===== config.mk =====
export PLATFORM = sky130hd
export DESIGN_NAME = shift_deserializer_flat
export DESIGN_NICKNAME = d
export VERILOG_FILES = /design/src/rtl/shift_deserializer_if.sv /design/src/rtl/shift_deserializer.sv /design/src/flat_wrapper.sv
export SDC_FILE = /design/constraint.sdc
export NUM_CORES = 1
export LEC_CHECK = 0
export CAP_MARGIN = 20
export CORE_ASPECT_RATIO = 1.4
export CORE_MARGIN = 2
export CORE_UTILIZATION = 50
export DETAILED_ROUTE_END_ITERATION = 7
export PLACE_DENSITY = 0.72
export SLEW_MARGIN = 20
export SYNTH_ARGS = -nofsm -noshare
export SYNTH_HDL_FRONTEND = slang
export SYNTH_SLANG_ARGS = --single-unit

===== constraint.sdc =====
create_clock -name clk -period 2.9 [get_ports clk]
set_input_delay 0.435 -clock clk [delete_from_list [all_inputs] [get_ports clk]]
set_output_delay 0.435 -clock clk [all_outputs]
set_load 0.05 [all_outputs]

===== src/rtl/shift_deserializer_if.sv =====
// Parallel-side and serial-side signals of the shift deserializer.
// The master drives frame requests and serial beats; the slave returns the assembled word.
interface shift_deserializer_if #(
  parameter int WIDTH = 8,
  parameter int LEN_W = $clog2(WIDTH + 1)
);
  logic             start;
  logic [LEN_W-1:0] len;
  logic [1:0]       sel;
  logic             serial_in;
  logic             serial_valid;
  logic [WIDTH-1:0] out;
  logic             out_valid;
  logic             busy;
  logic             err;

  modport master (
    output start, len, sel, serial_in, serial_valid,
    input  out, out_valid, busy, err
  );

  modport slave (
    input  start, len, sel, serial_in, serial_valid,
    output out, out_valid, busy, err
  );
endinterface


===== src/rtl/shift_deserializer.sv =====
// Serial-to-parallel receiver: assembles 1..WIDTH bits MSB- or LSB-first into a
// WIDTH-bit word, zero- or sign-extending short frames.
module shift_deserializer #(
  parameter int WIDTH = 8,
  parameter int LEN_W = $clog2(WIDTH + 1)
) (
  input logic              clk,
  input logic              rst,
  shift_deserializer_if.slave bus
);
  typedef enum logic {IDLE, SHIFT} state_t;

  localparam logic [LEN_W-1:0] WIDTH_L = LEN_W'(WIDTH);

  state_t           state_reg, state_next;
  logic [WIDTH-1:0] shreg_reg, shreg_next;
  logic [LEN_W-1:0] cnt_reg, cnt_next;
  logic [LEN_W-1:0] len_reg, len_next;
  logic [1:0]       mode_reg, mode_next;
  logic [WIDTH-1:0] out_reg, out_next;
  logic             out_valid_reg, out_valid_next;
  logic             err_reg, err_next;

  logic                    len_ok;
  logic                    last_beat;
  logic [WIDTH-1:0]        shifted;
  logic [WIDTH-1:0]        keep_mask;
  logic [WIDTH-1:0]        top_hot;
  logic                    msb_sign;
  logic [WIDTH-1:0]        msb_word;
  logic [LEN_W-1:0]        drop;
  logic [WIDTH-1:0]        lsb_logic;
  logic signed [WIDTH-1:0] lsb_arith;
  logic [WIDTH-1:0]        lsb_word;
  logic [WIDTH-1:0]        final_word;

  assign len_ok    = (bus.len != '0) && (bus.len <= WIDTH_L);
  assign shifted   = mode_reg[0] ? {bus.serial_in, shreg_reg[WIDTH-1:1]}
                                 : {shreg_reg[WIDTH-2:0], bus.serial_in};
  assign last_beat = (state_reg == SHIFT) && bus.serial_valid
                     && ((cnt_reg + 1'b1) == len_reg);

  // keep_mask covers the received bits of an MSB-first frame; top_hot marks its first bit
  for (genvar gi = 0; gi < WIDTH; gi++) begin : g_mask
    assign keep_mask[gi] = (LEN_W'(gi) < len_reg);
    assign top_hot[gi]   = (LEN_W'(gi + 1) == len_reg);
  end

  assign msb_sign = |(shifted & top_hot);
  assign msb_word = (shifted & keep_mask)
                    | ((mode_reg[1] && msb_sign) ? ~keep_mask : '0);

  // Arithmetic shift kept in its own signed assignment so it cannot be demoted to logical
  assign drop      = WIDTH_L - len_reg;
  assign lsb_logic = shifted >> drop;
  assign lsb_arith = $signed(shifted) >>> drop;
  assign lsb_word  = mode_reg[1] ? lsb_arith : lsb_logic;

  assign final_word = mode_reg[0] ? lsb_word : msb_word;

  always_comb begin
    state_next     = state_reg;
    shreg_next     = shreg_reg;
    cnt_next       = cnt_reg;
    len_next       = len_reg;
    mode_next      = mode_reg;
    out_next       = out_reg;
    out_valid_next = 1'b0;
    err_next       = 1'b0;
    case (state_reg)
      IDLE: begin
        if (bus.start) begin
          if (len_ok) begin
            mode_next  = bus.sel;
            len_next   = bus.len;
            shreg_next = '0;
            cnt_next   = '0;
            state_next = SHIFT;
          end else begin
            err_next = 1'b1;
          end
        end
      end
      SHIFT: begin
        if (bus.start) begin
          err_next = 1'b1;
        end
        if (bus.serial_valid) begin
          shreg_next = shifted;
          cnt_next   = cnt_reg + 1'b1;
        end
        if (last_beat) begin
          out_next       = final_word;
          out_valid_next = 1'b1;
          state_next     = IDLE;
        end
      end
      default: state_next = IDLE;
    endcase
  end

  always_ff @(posedge clk) begin
    if (rst) begin
      state_reg     <= IDLE;
      shreg_reg     <= '0;
      cnt_reg       <= '0;
      len_reg       <= '0;
      mode_reg      <= '0;
      out_reg       <= '0;
      out_valid_reg <= 1'b0;
      err_reg       <= 1'b0;
    end else begin
      state_reg     <= state_next;
      shreg_reg     <= shreg_next;
      cnt_reg       <= cnt_next;
      len_reg       <= len_next;
      mode_reg      <= mode_next;
      out_reg       <= out_next;
      out_valid_reg <= out_valid_next;
      err_reg       <= err_next;
    end
  end

  assign bus.out       = out_reg;
  assign bus.out_valid = out_valid_reg;
  assign bus.busy      = (state_reg == SHIFT);
  assign bus.err       = err_reg;
endmodule


===== src/flat_wrapper.sv =====
// flat-port wrapper written by rule: the top's interface ports become plain ports
module shift_deserializer_flat 
#(
  parameter int WIDTH = 8,
  parameter int LEN_W = $clog2(WIDTH + 1)
)
  (clk, rst, bus_start, bus_len, bus_sel, bus_serial_in, bus_serial_valid, bus_out, bus_out_valid, bus_busy, bus_err);
  shift_deserializer_if #(.WIDTH(WIDTH), .LEN_W(LEN_W)) bus_i ();
  input logic clk;
  input logic rst;
  input wire logic [$bits(bus_i.start)-1:0] bus_start;
  input wire logic [$bits(bus_i.len)-1:0] bus_len;
  input wire logic [$bits(bus_i.sel)-1:0] bus_sel;
  input wire logic [$bits(bus_i.serial_in)-1:0] bus_serial_in;
  input wire logic [$bits(bus_i.serial_valid)-1:0] bus_serial_valid;
  output wire logic [$bits(bus_i.out)-1:0] bus_out;
  output wire logic [$bits(bus_i.out_valid)-1:0] bus_out_valid;
  output wire logic [$bits(bus_i.busy)-1:0] bus_busy;
  output wire logic [$bits(bus_i.err)-1:0] bus_err;
  assign bus_i.start = bus_start;
  assign bus_i.len = bus_len;
  assign bus_i.sel = bus_sel;
  assign bus_i.serial_in = bus_serial_in;
  assign bus_i.serial_valid = bus_serial_valid;
  assign bus_out = bus_i.out;
  assign bus_out_valid = bus_i.out_valid;
  assign bus_busy = bus_i.busy;
  assign bus_err = bus_i.err;
  shift_deserializer #(.WIDTH(WIDTH), .LEN_W(LEN_W)) u_core (.clk(clk), .rst(rst), .bus(bus_i));
endmodule

# == Word level (Yosys, flattened, before mapping) ==
# Cells that the tools add are included.
# classes
addsub,2
n_lt_le_gt_ge,9
n_eq_ne,12
n_shift,2
muxes,21
n_bitwise,5
n_reduce_logical,10
# op_table
operator,n
$mux 8,7
$and 8x8->8,2
$eq 3x4->1 const A,4
$lt 3x4->1 const A,4
$pmux 8 s2,1
$mux 4,3
$eq 2x4->1 const A,2
$lt 1x4->1 const A,2
$lt 2x4->1 const A,2
$not 8->8,1
$or 8x8->8,1
$pmux 4 s2,1
$reduce_or 8->1,1
$shr 8x4->8,1
$sshr 8x4->8,1
$mux 1,7
$reduce_and 3->1,2
$add 4x1->4 const B,1
$eq 1x4->1 const A,1
$eq 4x4->1,1
$eq 4x4->1 const A,1
$le 4x4->1 const B,1
$logic_and 1x1->1,4
$ne 2x2->1 const B,2
7 further kinds,8
# word_totals
reg_bits,29
out_inout_bits,11

# == Logic depth before layout (Yosys ltp) ==
# Gate-level depths: netlist (run 1).
# logic_depth
ltp_word,7
mapped_depth,10
mapped_depth_nobuf,8

# == Worst setup path before layout (run 1) ==
# Ideal clock, no wire load.
# synth_timing
path_kind,register -> register
from,register u_core.len_reg[0]
to,"register u_core.out_reg[0], in the netlist u_core.bus.out[0]"
setup_ns,0.117
arrival_ns,2.116
required_ns,2.783
slack_ns,0.666
path_stages_with_launch,10
path_buffers,1
synth_period_minus_slack_ns,2.234
path_cell_list,dfxtp_1 -> buf_4 -> inv_1 -> ha_1 -> and2b_4 -> a21o_1 -> a21oi_4 -> nor2b_1 -> or3_1 -> a32o_1
# synth_via
elab_chain_len,7
word_cells_on_any_way,24
cone_classes,add/sub: 1; order compare: 1; eq/ne: 9; shift: 2; mux: 3; bitwise: 4; reduce/logical: 4
# synth_rtl
item,line_no,rtl
from (decl),shift_deserializer.sv:18,"logic [LEN_W-1:0] len_reg, len_next;"
from (signal assigned),shift_deserializer.sv:116,len_reg <= len_next;
"parallel branches: the longest is 7 deep, another holds $sub 4x4->4",-,
to (signal assigned),shift_deserializer.sv:118,out_reg <= out_next;
to (decl),shift_deserializer.sv:20,"logic [WIDTH-1:0] out_reg, out_next;"
# Several ways; the timed one is not identified.
# A chain may end at the register's enable or synchronous reset.

# == Worst setup path in the final report (run 1) ==
# layout_timing
from,register u_core.mode_reg[0]
to,"register u_core.out_reg[0], in the netlist u_core.bus.out[0]"
# layout_via
elab_chain_len,7
word_cells_on_any_way,11
cone_classes,shift: 2; mux: 4; bitwise: 3; reduce/logical: 2
# layout_rtl
item,line_no,rtl
from (decl),shift_deserializer.sv:19,"logic [1:0] mode_reg, mode_next;"
from (signal assigned),shift_deserializer.sv:117,mode_reg <= mode_next;
$mux 8,shift_deserializer.sv:38,"assign shifted = mode_reg[0] ? {bus.serial_in, shreg_reg[WIDTH-1:1]}"
$and 8x8->8,shift_deserializer.sv:49,assign msb_sign = |(shifted & top_hot);
$reduce_or 8->1,shift_deserializer.sv:49,
$logic_and 1x1->1,shift_deserializer.sv:51,| ((mode_reg[1] && msb_sign) ? ~keep_mask : '0);
$mux 8,shift_deserializer.sv:51,
$or 8x8->8,shift_deserializer.sv:51,
$mux 8 *,shift_deserializer.sv:59,assign final_word = mode_reg[0] ? lsb_word : msb_word;
# Every way passes the cells marked *; elsewhere a longest branch is shown, timed or not.

==> results of run 1 <==
[critical path: cells and delay by family, from the launching register on]
family,cells,cell delay (ps)
compound gates,4,850
flops,1,750
mux,1,430
simple gates,1,250
[metal layers]
metal  up-vias  track usage
met2        90        0.418
met3        22       0.0414
li1        967            -
met4         0        0.150
met5         -            0
met1       958        0.314
[layout make-up]
cell class / count / area (sq um)
Timing Repair Buffer: 30 / 278
Clock inverter: 1 / 30.0
Clock buffer: 7 / 86.3
Fill cell: 380 / 1700
Inverter: 9 / 33.8
Sequential cell: 29 / 581
Multi-Input combinational cell: 195 / 1400
Tap cell: 45 / 56.3
[through the flow]
stage | instance area, sq um | power [mW]
6_report | 2470 | 1.08
5_1_grt | 2470 | 1.13
4_1_cts | 2470 | 1.09
3_5_place_dp | 2350 | 0.649
3_3_place_gp | 2350 | 0.646
2_1_floorplan | 2120 | 0.587
[worst paths after layout]
path | start | endpoint | depth (start not counted)
worst max-delay path | u_core.mode_reg[0] | u_core.bus.out[0] | 6
worst max register to register | u_core.mode_reg[0] | u_core.bus.out[0] | 6
worst min register to register | u_core.bus.out[5] | u_core.bus.out[5] | 2
worst min-delay path | u_core.bus.out[5] | u_core.bus.out[5] | 2
[where the power goes]
part           total (mW)  switching [mW]  internal (mW)
logic               0.216           0.126         0.0901
registers           0.429          0.0215          0.407
clock network       0.439           0.159          0.280
[kinds of logic (layout without fill, tap and decap cells)]
| logic type | count (synthesis) | count (layout) | share of synthesized area |
|---|---|---|---|
| buf+inv | 30 | 47 | 0.0684 |
| flops | 29 | 29 | 0.274 |
| fa+ha+maj | 5 | 5 | 0.0295 |
| xor+xnor | 9 | 9 | 0.0372 |
| simple gates | 92 | 92 | 0.224 |
| mux | 26 | 26 | 0.159 |
| compound gates | 63 | 63 | 0.208 |
[cell usage after synthesis (3+ instances only)]
| master | n |
|---|---|
| a21oi_1 | 21 |
| a22oi_1 | 3 |
| a31oi_1 | 4 |
| buf_2 | 5 |
| buf_6 | 3 |
| clkbuf_1 | 10 |
| dfxtp_1 | 29 |
| ha_1 | 5 |
| inv_1 | 6 |
| mux2_2 | 6 |
| mux2i_1 | 12 |
| mux4_2 | 5 |
| nand2_1 | 20 |
| nand3_1 | 12 |
| nor2_1 | 25 |
| nor3_1 | 5 |
| o21ai_0 | 9 |
| or3_1 | 3 |
| xnor2_1 | 7 |
==> results.md, run 1 <==
* Status: finished, final reports clean
* All-Layer GR Usage at 0.257
* VDD IR max at around 0.33 mV
* Netlist cell types at 63
* Crit path DAT at between 2000 and 3000 ps
* Post-synthesis area per instance at 8.35 sq um
* Gates resized, CTS repair at 0
* Most used DFF post-synth: dfxtp_1
* Leak at around 0.86 nW
* Via/cell ratio at between 6 and 7
* Unrepaired setup endpoints after global routing: false
* Critical Path, Cell by Cell: mux2_1 > a32oi_1 > a41oi_2 > nor3_1 > a31oi_1 > a32o_1
* Synth top area share at 0.274
* Clk_lat worst skew at 280 ps
* Die Wd at between 50 and 60 um
* EDFF count, synth at 0
* Post-CTS setup repair buffer count at 0
* Synth Warn # at 0
* Die H at 81.1 um
* Max clock buf depth at 2
* Initial antenna violation count at 0
* Initial drt markers at 103
* Crit Path Max Fanout at 15
* Share of layout cells above drive strength 1 at 0.148
* DRC at 0
* Period Utilization, post-route at 0.825
* Global-route wire length before repair at between 9000 and 10,000 um
* Drt first pass iters at 5
* Avg WL per Cell at about 18 um
* Final WS setup at roughly 510 ps
* Setup TNS at 0 ps
* Commonest non-fill, non-tap cells in the layout: dfxtp_1 (29), nor2_1 (25), a21oi_1 (21), clkdlybuf4s50_1 (21), nand2_1 (20)
* Remaining Overflow, GRT at 0
* Worst setup SP type: flip-flop
* Internal reg-to-reg setup slack at a little over 500 ps
* Met3 wire length at 251 um
* H-tree levels at 2
* Metal-1 WL at between 2000 and 2500 um
* Synth top area cells: dfxtp_1 (27%), mux2i_1 (5.7%), mux4_2 (5.3%), a21oi_1 (5.0%), nor2_1 (4.4%)
* Worst hold path class: reg -> reg
* Syn Inst Count at approximately 250
* Die area at ~4800 sq um
* Period minus WS final at between 2000 and 2500 ps
* GP Congestion at 0.984
* Met2 wire len at 2860 um
* Crit Path Category: reg -> reg
* Synth area leader: dfxtp_1
* Drt total wl at roughly 5700 um
* Crit end category: flip-flop
* Final hold violations at 0
* DP Worst Slack at about 320 ps
* Final-report max-slew violation count at 0
* Clk sink count at 29
* Final core occ at 0.592
* Asr flop ratio synth at 0
* Syn Nets at 270
* Crit-path max cell delay at 750 ps
* Detail Placement HPWL at ~4100 um
* Slowest CP cell: dfxtp_1
* Placed insts at a little over 300
* Max-slew headroom at 0.390
* Vias at 2,037
* CTS tree: built
* Nets at between 200 and 300
* CP required at about 3100 ps
* Root buffer cell: clkbuf_8
* Hold-fix buffers, CTS at 0
* Register area share after synthesis at 0.274
* Layout area overhead at 16.3%
* Fmax at roughly 420 MHz
* Most common cell after layout, fill and taps aside: dfxtp_1
* Power Density at around 440 nW/um^2
* ANT nets after route at 0
* Setup Viol. Count Final at 0
* Vias in the first global route at approximately 1,900
* Clk_skew at roughly 6.5 ps
* Core box area at 4170 sq um
* CTS buffer count at 5
* Pin count of the biggest net entering global routing at 22
* Hold_ws at ~490 ps
* Max-Cap Viols at 0
* Initial Util at 0.509
* Num rows at 28
* I/O pins at 22
* Synthesized area at 2120 sq um
* Yosys reg bits at 29
* Diode count at 0
* Slew @ Worst Pin at between 900 and 1000 ps
* Worst-path clk slew at approximately 70 ps
* Fin cells at roughly 320
* DR top layer: met4
* IO Port Bufs at 21
(Power assumes the default switching activity.)
==> inputs of run 2 (changes only) <==
PLACE_DENSITY = 0.74   (was 0.72)
clock period = 2 ns   (was 2.9 ns; I/O delays follow)
==> run 2 against run 1 <==
The run now ends with setup timing left. Clock skew rose by 3.8 ps. Flip-flop and latch count did not move. First-iteration DRC count rose by 45%. Non-clock buffer count is 52 higher. Largest cell class unchanged. Largest power group unchanged. Highest routed layer unchanged.
==> results.md, run 2 (synthesized netlist as in run 1, its figures left out) <==
* Hold endpoint: u_core.bus.out[0]
* Status: finished, violations left
* All-Layer GR Usage at 0.284 (+0.0271)
* CTS buffer count at 5 (unchanged)
* Worst-path clk slew at 60 ps (about the same)
* VDD IR max at 0.369 mV (+12%)
* FF-to-FF End: u_core.bus.out[6]
* Crit path from: u_core.len_reg[0]
* Area taken by multi-input logic gates at 1560 sq um (+11%)
* CP Buf/Inv Count at 1 (+1)
* Clk_lat worst skew at 290 ps (about the same)
* Global-route wire length before repair at 10,200 um (+9.7%)
* Setup TNS at -75.7 ps (-75.7 ps)
* Layout area overhead at 44.7%
* Commonest non-fill, non-tap cells in the layout: buf_4 (56), nor2_1 (25), dfxtp_1 (22)
* Failing checks: setup timing
* H-tree levels at 2 (unchanged)
* Drt total wl at 6980 um (+22%)
* Max-Cap Viols at 0 (unchanged)
* FF-to-FF Start: u_core.len_reg[0]
* DP Area at 2690 sq um (+14%)
* CTS tree: built
* Worst R2R Path Depth at 8 (+2)
* Via/cell ratio at 6.45 (+0.12%)
* Die H at 81.1 um (unchanged)
* Final-report max-slew violation count at 0 (unchanged)
* Worst setup SP type: flip-flop
* Most common cell after layout, fill and taps aside: buf_4
* Worst Hold Launch: u_core.bus.out[0]
* Max clock buf depth at 2 (unchanged)
* IO Port Bufs at 21 (unchanged)
* Hold_ws at 474 ps (-20.7 ps)
* DRC at 0 (unchanged)
* Unrepaired setup endpoints after global routing: true
* Leak at 1.17 nW (+36%)
* Clk_skew at 10.3 ps (+3.83 ps)
* Worst hold path class: reg -> reg
* Crit end category: flip-flop
* Remaining Overflow, GRT at 0 (unchanged)
* Share of layout cells above drive strength 1 at 0.353 (+0.205)
* Internal reg-to-reg setup slack at -70 ps (-570 ps)
* Crit path DAT at 2250 ps (-320 ps)
* Root buffer cell: clkbuf_8
* Final Cell Area at 3070 sq um (+24%)
* Detail Placement HPWL at 4500 um (+11%)
* Fillers at 267 (-30%)
* Crit Path Max Fanout at 7 (-8)
* Initial antenna violation count at 0 (unchanged)
* Slowest CP cell: nor3_1
* Initial drt markers at 149 (+45%)
* Power Density at 558 nW/um^2 (+27%)
* Placed insts at 348 (+13%)
* CP Depth at 8 (+2)
* Period minus WS final at 2070 ps (-327 ps)
* Largest delay share family, worst path: simple AND/OR/NAND/NOR gates
* Core box area at 4170 sq um (unchanged)
* Final core occ at 0.736 (+0.145)
* Crit-path max cell delay at 420 ps (-330 ps)
* Num rows at 28 (unchanged)
* I/O pins at 22 (unchanged)
* Initial Util at 0.509 (unchanged)
* CP required at 2180 ps (-900 ps)
* Vias at 2,375 (+17%)
* Fin cells at 368 (+16%)
* Worst Hold Depth at 1 (-1)
* Pin count of the biggest net entering global routing at 18 (-18%)
* Sequential cell area at 602 sq um (+3.7%)
* Fmax at 484 MHz (+16%)
* Drt first pass iters at 5 (unchanged)
* Period Utilization, post-route at 1.03 (+0.208)
* Crit Path Category: reg -> reg
* Final WS setup at -65.5 ps (-573 ps)
* Nets at 338 (+18%)
* Setup Viol. Count Final at 2 (+2)
* Slew @ Worst Pin at 500 ps (-416 ps)
* Die area at 4790 sq um (unchanged)
* Final hold violations at 0 (unchanged)
* GP Congestion at 1.01 (+2.8%)
* Vias in the first global route at 2,182 (+15%)
* Max-slew headroom at 0.666 (+0.276)
* ANT nets after route at 0 (unchanged)
* Critical Path, Cell by Cell: inv_4 > ha_4 > and2b_4 > a21o_1 > a21oi_4 > nor3_1 > nor4b_4 > a2111oi_2
* Avg WL per Cell at 19.0 um (+4.4%)
* Die Wd at 59.0 um (unchanged)
* Diode count at 0 (unchanged)
* Clk sink count at 29 (unchanged)
-- run 2: cell types whose count changed in the layout (fill, tap and decap cells not counted), sizes merged --
cell           before  now
buf                 9   61
clkbuf              7    8
clkdlybuf4s50      21   20
-- run 2: layer usage --
layer | share of wire | vias to the layer above | GRT usage | wire length (um)
met5 | 0 | - | 0 | 0
met4 | 0.064 | 0 | 0.193 | 448
met3 | 0.071 | 47 | 0.0637 | 493
met2 | 0.50 | 137 | 0.484 | 3520
met1 | 0.36 | 1123 | 0.305 | 2520
li1 | - | 1068 | - | -
-- run 2: repair_timing --
action                                  in CTS  in global routing
gates resized for setup                     12                 30
buffers inserted                             2                  9
gates cloned                                 0                  1
hold buffers                                 0                  0
endpoints found under the setup margin      18                  8
pin swaps                                    1                 14
endpoints found under the hold margin        0                  0
-- run 2: how the worst max path moves through the flow --
stage	to
after floorplan	u_core.bus.out[4]
after global placement	u_core.cnt_reg[3]
after detailed placement	u_core.cnt_reg[2]
after CTS	u_core.bus.out[4]
after global routing	u_core.bus.out[4]
final	u_core.bus.out[6]
-- run 2: final cells by class --
cell class	instances	share of cell area
Inverter	9	0.0118
Clock buffer	7	0.0281
Clock inverter	1	0.00978
Timing Repair Buffer	82	0.228
Sequential cell	29	0.196
Multi-Input combinational cell	195	0.508
Tap cell	45	0.0183
-- run 2: power breakdown --
group / leakage, nW / total (mW) / switching (mW) / internal (mW)
Clock: 0.0585 / 0.645 / 0.239 / 0.406
Sequential: 0.239 / 0.608 / 0.0196 / 0.588
Combinational: 0.872 / 0.459 / 0.240 / 0.219
-- run 2: through the flow --
step / setup WS, ps / total power [mW]
after floorplan: 23.0 / 0.859
after global placement: -322 / 1.00
after detailed placement: -414 / 1.01
after CTS: 2.52 / 1.66
after global routing: -69.0 / 1.77
final: -65.5 / 1.71
